--- config.mk ---
export PLATFORM = sky130hd
export DESIGN_NAME = uart_tx_arbiter
export DESIGN_NICKNAME = d
export VERILOG_FILES = /design/src/rtl/uart_arb_pkg.sv /design/src/rtl/uart_arb_stall_cnt.sv /design/src/rtl/uart_tx_arbiter.sv
export SDC_FILE = /design/constraint.sdc
export NUM_CORES = 1
export LEC_CHECK = 0
export BUFFER_PORTS_ARGS = -buffer_cell sky130_fd_sc_hd__buf_2
export CELL_PAD_IN_SITES_DETAIL_PLACEMENT = 1
export CELL_PAD_IN_SITES_GLOBAL_PLACEMENT = 1
export CORE_AREA = 2 2 44 46
export DETAILED_ROUTE_END_ITERATION = 7
export DIE_AREA = 0 0 46 48
export GPL_TIMING_DRIVEN = 0
export PLACE_DENSITY_LB_ADDON = 0.1
export SLEW_MARGIN = 20
export SYNTH_ARGS = -nofsm -noshare
export SYNTH_HDL_FRONTEND = slang
export SYNTH_SLANG_ARGS = --single-unit
--- constraint.sdc ---
create_clock -name clk_i -period 2.4 [get_ports clk_i]
set_input_delay 0.24 -clock clk_i [delete_from_list [all_inputs] [get_ports clk_i]]
set_output_delay 0.24 -clock clk_i [all_outputs]
set_load 0.05 [all_outputs]
--- src/rtl/uart_arb_pkg.sv ---
// Shared state encoding and configuration defaults for the two-requester UART TX arbiter.
package uart_arb_pkg;
  typedef enum logic [1:0] {
    IDLE = 2'd0,
    GNT0 = 2'd1,
    GNT1 = 2'd2
  } arb_state_t;

  localparam int DEF_TIMEOUT_CYCLES = 1024;
  localparam int STALL_W            = 16;
endpackage

--- src/rtl/uart_arb_stall_cnt.sv ---
// Idle-stall counter for a held grant; o_hit flags the last stall cycle before forced release.
module uart_arb_stall_cnt
  import uart_arb_pkg::*;
#(
  parameter int LIMIT = DEF_TIMEOUT_CYCLES
) (
  input  logic clk_i,
  input  logic reset_n,
  input  logic i_clr,
  input  logic i_inc,
  output logic o_hit
);
  logic [STALL_W-1:0] r_cnt;

  always_ff @(posedge clk_i or negedge reset_n) begin
    if (!reset_n)   r_cnt <= '0;
    else if (i_clr) r_cnt <= '0;
    else if (i_inc) r_cnt <= r_cnt + 1'b1;
  end

  assign o_hit = (r_cnt == STALL_W'(LIMIT - 1));
endmodule

--- src/rtl/uart_tx_arbiter.sv ---
// Round-robin, message-atomic arbiter of two byte requesters onto one UART transmitter.
// Optional grant timeout: define UART_TX_ARBITER_TIMEOUT_EN.
module uart_tx_arbiter
  import uart_arb_pkg::*;
#(
  parameter int TIMEOUT_CYCLES = DEF_TIMEOUT_CYCLES
) (
  input  logic       clk_i,
  input  logic       reset_n,
  input  logic       req0_valid,
  input  logic [7:0] req0_data,
  input  logic       req0_last,
  output logic       req0_ready,
  input  logic       req1_valid,
  input  logic [7:0] req1_data,
  input  logic       req1_last,
  output logic       req1_ready,
  output logic       tx_valid,
  output logic [7:0] tx_data,
  input  logic       tx_ready,
  output logic       busy_o,
  output logic       timeout_o
);
  if (TIMEOUT_CYCLES < 2 || TIMEOUT_CYCLES > 65535) begin : g_bad_tmo
    $error("uart_tx_arbiter: TIMEOUT_CYCLES must be in 2..65535");
  end

  arb_state_t       r_state, w_nstate;
  logic             r_last_grant, w_nlast;
  logic [1:0]       w_vld, w_last;
  logic [1:0][7:0]  w_dat;
  logic             w_busy, w_own, w_xfer, w_tmo;

  assign w_vld  = {req1_valid, req0_valid};
  assign w_last = {req1_last, req0_last};
  assign w_dat  = {req1_data, req0_data};
  assign w_busy = (r_state == GNT0) || (r_state == GNT1);
  assign w_own  = (r_state == GNT1);
  assign busy_o = w_busy;

  // Output mux: the granted requester sees the transmitter directly.
  always_comb begin
    tx_valid   = 1'b0;
    tx_data    = 8'h00;
    req0_ready = 1'b0;
    req1_ready = 1'b0;
    if (w_busy) begin
      tx_valid   = w_vld[w_own];
      tx_data    = w_dat[w_own];
      req0_ready = tx_ready & ~w_own;
      req1_ready = tx_ready &  w_own;
    end
  end

  assign w_xfer = tx_valid & tx_ready;

  always_comb begin
    w_nstate = r_state;
    w_nlast  = r_last_grant;
    unique case (r_state)
      IDLE: begin
        if (w_vld == 2'b11)  w_nstate = r_last_grant ? GNT0 : GNT1;
        else if (w_vld[0])   w_nstate = GNT0;
        else if (w_vld[1])   w_nstate = GNT1;
      end
      GNT0, GNT1: begin
        if ((w_xfer && w_last[w_own]) || w_tmo) begin
          w_nstate = IDLE;
          w_nlast  = w_own;
        end
      end
      default: w_nstate = IDLE;
    endcase
  end

  // last_grant resets to 1 so requester 0 wins the first tie.
  always_ff @(posedge clk_i or negedge reset_n) begin
    if (!reset_n) begin
      r_state      <= IDLE;
      r_last_grant <= 1'b1;
    end else begin
      r_state      <= w_nstate;
      r_last_grant <= w_nlast;
    end
  end

`ifdef UART_TX_ARBITER_TIMEOUT_EN
  logic w_stall, w_hit, r_timeout;

  assign w_stall = w_busy & ~w_vld[w_own];

  uart_arb_stall_cnt #(.LIMIT(TIMEOUT_CYCLES)) u_stall (
    .clk_i   (clk_i),
    .reset_n (reset_n),
    .i_clr   (~w_busy | w_xfer),
    .i_inc   (w_stall),
    .o_hit   (w_hit)
  );

  assign w_tmo = w_stall & w_hit;

  always_ff @(posedge clk_i or negedge reset_n) begin
    if (!reset_n) r_timeout <= 1'b0;
    else          r_timeout <= w_tmo;
  end

  assign timeout_o = r_timeout;
`else
  assign w_tmo     = 1'b0;
  assign timeout_o = 1'b0;
`endif
endmodule

# Word-level counts from Yosys, hierarchy flattened
# Cells that the tools add are included.
[op_classes]
n_lt_le_gt_ge = 1
bitwise = 4
eq_ne = 5
reduce_logical = 6
mux = 16
[op_table]
columns = ["operator", "count"]
rows = [
  ["$mux W8", 3],
  ["$mux W2", 5],
  ["$mux W1", 7],
  ["$eq A2 B2 Y1 const B", 2],
  ["$ne A4 B4 Y1 const B", 1],
  ["$pmux W2 S2", 1],
  ["$reduce_and A2 Y1", 2],
  ["$and A1 B1 Y1", 3],
  ["$eq A2 B1 Y1 const B", 1],
  ["$logic_not A2 Y1", 1],
  ["$lt A1 B2 Y1 const B", 1],
  ["$ne A2 B2 Y1 const B", 1],
  ["$reduce_or A2 Y1", 1],
  ["$logic_and A1 B1 Y1", 1],
  ["$logic_or A1 B1 Y1", 1],
  ["$not A1 Y1", 1],
]
[totals]
word_cells = 34
ff_bits = 3
out_inout_bits = 13
in_bits = 23

# Depth between registers and ports, before layout
[logic_depth]
ltp_word = 8
ltp_mapped = 5
ltp_nobuf = 5

# Worst setup path before layout
# Ideal clock, no wire load.
[synth_timing]
path_kind = "reg-to-output"
start = "register r_state[1]"
end = "output tx_data[0]"
t_arrival_ps = 1976
n_path_buf = 1
required_ps = 2160
slack_ps = 184
stages_incl_launch_ff = 5
cell_sequence = "dfrtp_1 inv_1 ha_1 clkbuf_1 nor2b_1"
[synth_via]
word_cells_on_any_way = 6
cone_classes = "eq/ne (2); mux (3); reduce/logical (1)"
[synth_lines]
columns = ["element", "line_no", "text"]
rows = [
  ["start: declaration", "uart_tx_arbiter.sv:28", "arb_state_t r_state, w_nstate;"],
  ["start signal: assignment", "uart_tx_arbiter.sv:82", "r_state <= w_nstate;"],
  ["$eq A2 B1 Y1 or $eq A2 B2 Y1 (tied branches)", "uart_tx_arbiter.sv:37", "assign w_busy = (r_state == GNT0) || (r_state == GNT1);"],
  ["$logic_or A1 B1 Y1 (*)", "uart_tx_arbiter.sv:37", ""],
  ["named net busy_o", "uart_tx_arbiter.sv:21", "output logic busy_o,"],
  ["$mux W8 (*)", "uart_tx_arbiter.sv:47", "if (w_busy) begin"],
  ["end: declaration", "uart_tx_arbiter.sv:19", "output logic [7:0] tx_data,"],
]
# The timed path passes the listed nets; every way through them passes the cells marked *. The select of a mux whose other input is x is not followed.

# Worst setup path in the final report
[layout_timing]
start = "register r_state[0]"
end = "output tx_data[0]"
[layout_via]
elab_chain_len = 4
word_cells_on_any_way = 6
cone_classes = "eq/ne (2); mux (3); reduce/logical (1)"
[layout_rtl]
columns = ["element", "line_no", "text"]
rows = [
  ["$eq A2 B2 Y1 (*)", "uart_tx_arbiter.sv:38", "assign w_own = (r_state == GNT1);"],
  ["named net w_own", "uart_tx_arbiter.sv:32", "logic w_busy, w_own, w_xfer, w_tmo;"],
  ["$mux W8 (not written as such) (2 in a row)", "uart_tx_arbiter.sv:49", "tx_data = w_dat[w_own];"],
  ["$mux W8 (*)", "uart_tx_arbiter.sv:47", ""],
]
# Marked as above.

==> flow_summary_export.csv <==
group,metric,value,unit
cells_and_area,n_antenna_cell,0,
timing,slew_viol_final,0,
cells_and_area,final_util,36.6,%
critical_path,critPathLaunchType,"flop",
outcome,status,"complete, no violations",
clock_tree,cts_setup_buffers,0,
die,die_h,48,µm
timing,period_share,84.2,%
critical_path,critPathCaptureType,"primary output",
logic_synthesis,syn_nets,71,
clock_tree,root_buffer,"clkbuf_4",
route,vias_per_cell,4.93,
cells_and_area,nets,111,
clock_tree,cts_buffer_depth,2,
critical_path,cp_data_required_time,2.16,ns
timing,finalSetupViolations,0,
power_and_ir_drop,power.leakage,0.337,nW
route,first_pass_iters,4,
global_route,grt_usage,12.8,%
logic_synthesis,yosysUniqueCellTypes,21,
critical_path,crit_type,"flop to primary output",
global_route,antenna_found_initial,0,
clock_tree,cts.htree.levels,1,
global_route,grt_max_degree,11,
place,portBuffers,34,
clock_tree,clock_latency,0.23,ns
timing,fin_worst_skew,0.00571,ns
place,dp.cells,97,
cells_and_area,layout.cells.non_filler,102,
logic_synthesis,synth-seq-cells,3,
global_route,overflow,0,
timing,fin_crit,2.02,ns
route,drt_iter0_drc,12,
clock_tree,cts_hold_buf,1,
clock_tree,cts_repair_resize_count,0,
cells_and_area,drive_gt1_share,47.1,%
die,boundaryPins,36,
timing,rsz0062_at_grt,"no",
die,coreArea,1690,µm²
route,drc,0,
global_route,grt_pass1_vias,474,
route,ant_nets,0,
logic_synthesis,synth_top_area_share,23.1,%
global_route,grt_pass1_wl,2030,µm
timing,whs,0.326,ns
clock_tree,cts_tree,"yes",
clock_tree,clk_pin_slew,0.04,ns
timing,finalHoldViolations,0,
clock_tree,cts_inserted_buffers,3,
die,num_rows,15,
logic_synthesis,synth_top_area_cell,"mux2i_1",
die,start_util,23.1,%
route,vias,503,
critical_path,arrival,1.78,ns
logic_synthesis,ys_seq_area_share,19.6,%
power_and_ir_drop,peakVddDrop,0.000627,V
critical_path,cp_max_fo,10,
logic_synthesis,synth.area.top_cells,"mux2i_1 (23%), nor2b_1 (14%), dfrtp_1 (13%)",
route,wl_per_cell,11.7,µm
place,dp_hpwl,1010,µm
route,routed_wl,1190,µm
clock_tree,cts.sink_count,3,
die,die_w,46,µm
timing,max_freq,495,MHz
die,fp.dieArea,2210,µm²
logic_synthesis,syn_area,390,µm²
hold_path,hold_class,"input port to async pin",
place,place.gp.congestion,0.676,
cells_and_area,synthToLayoutAreaGrowth,58.3,%
timing,tns,0,ns
run,drv_cap,0,
logic_synthesis,synth_area_per_cell,8.49,µm²
power_and_ir_drop,p_per_area,1470,nW/µm²
logic_synthesis,netlist_instances,46,
logic_synthesis,yosysWarnings,0,
-- path summary, 6_finish.rpt --
kind                                              from                        to  slack (ns)  cells after the start
worst max-delay path            r_state[0]$_DFFE_PN0P_                tx_data[0]        0.38                      6
worst min-delay path                           reset_n    r_state[1]$_DFFE_PN0P_        0.33                      2
worst max register to register  r_state[0]$_DFFE_PN0P_    r_state[0]$_DFFE_PN0P_        0.87                      5
worst min register to register  r_state[0]$_DFFE_PN0P_    r_state[0]$_DFFE_PN0P_        0.51                      1
max in group asynchronous                      reset_n  r_last_grant$_DFFE_PN1P_        1.87                      2
min in group clk_i                           req1_last  r_last_grant$_DFFE_PN1P_        0.43                      3
-- Yosys cell counts --
cell type and number:
nor2_1 2, conb_1 1, a32o_1 3, nand2_1 1, o31a_1 1, buf_4 1
nand4_1 1, dfstp_2 1, nor3b_1 1, clkbuf_1 1, mux2i_1 9, dfrtp_1 2
o22a_1 1, buf_2 1, nand4b_1 1, inv_1 4, ha_1 2, nand3_1 1
and3_1 1, a21boi_0 2, nor2b_1 9
-- placed cells by master, fill, tap and decap left out --
cell type      netlist  final
a21boi_0             2      2
mux2i_1              9      9
clkbuf_1             1      2
nand2_1              1      1
and3_1               1      1
nand4_1              1      1
dlygate4sd3_1        0      1
buf_2                1     35
ha_1                 2      2
nor3b_1              1      1
nand3_1              1      1
conb_1               1      1
nand4b_1             1      1
nor2b_1              9      9
a32o_1               3      3
o31a_1               1      1
nor2_1               2      2
dfrtp_1              2      2
clkbuf_4             0      3
buf_4                1      1
dfstp_2              1      1
inv_1                4      4
o22a_1               1      1
-- worst max-delay path, cell delays in order, from the launching register on --
cell and delay, ns:
dfrtp_1 0.37, inv_1 0.08, ha_1 0.28, buf_2 0.31
mux2i_1 0.12, nor2b_1 0.12, buf_2 0.27
-- layout make-up --
cell class                      count  area [µm²]
Multi-Input combinational cell     36         283
Tap cell                           17        21.3
Fill cell                         228        1070
Buffer                              3        16.3
Clock buffer                        4        26.3
Timing Repair Buffer               35         180
Sequential cell                     3        76.3
Inverter                            4        15.0
-- sequential cells by signal, summed over array words and instances (netlist names) --
signal	flops
r_state	2
r_last_grant	1
-- report_power, final --
group | total (W) | switching, W | internal, W
Sequential | 0.0000769 | 0.0000106 | 0.0000663
Combinational | 0.000744 | 0.000523 | 0.000221
Clock | 0.0000880 | 0.0000257 | 0.0000623
Total | 0.000909 | 0.000559 | 0.000349
-- cell families after synthesis --
group | count (synthesis) | synth area share, %
other cells | 1 | 0.961
compound gates | 7 | 16.0
flops | 3 | 19.6
simple gates | 17 | 26.0
mux | 9 | 23.1
fa+ha+maj | 2 | 6.41
buf+inv | 7 | 8.01
-- stage by stage --
stage                     power, W  instance area [µm²]  setup WS [ns]
after floorplan           0.000670                  390          0.184
after global placement    0.000822                  582          0.621
after detailed placement  0.000828                  582          0.605
after CTS                 0.000921                  618          0.342
after global routing      0.000972                  618          0.217
final                     0.000909                  618          0.380
-- routing by layer --
layer  vias to the layer above  share of wire [%]  track usage [%]
li1                        238                  -                -
met1                       235                 40             16.1
met2                        30                 49             20.0
met3                         0                 10             4.53
met4                         0                  0             5.14
met5                         -                  0                0
Note: power is estimated with default switching activity, not from simulation.
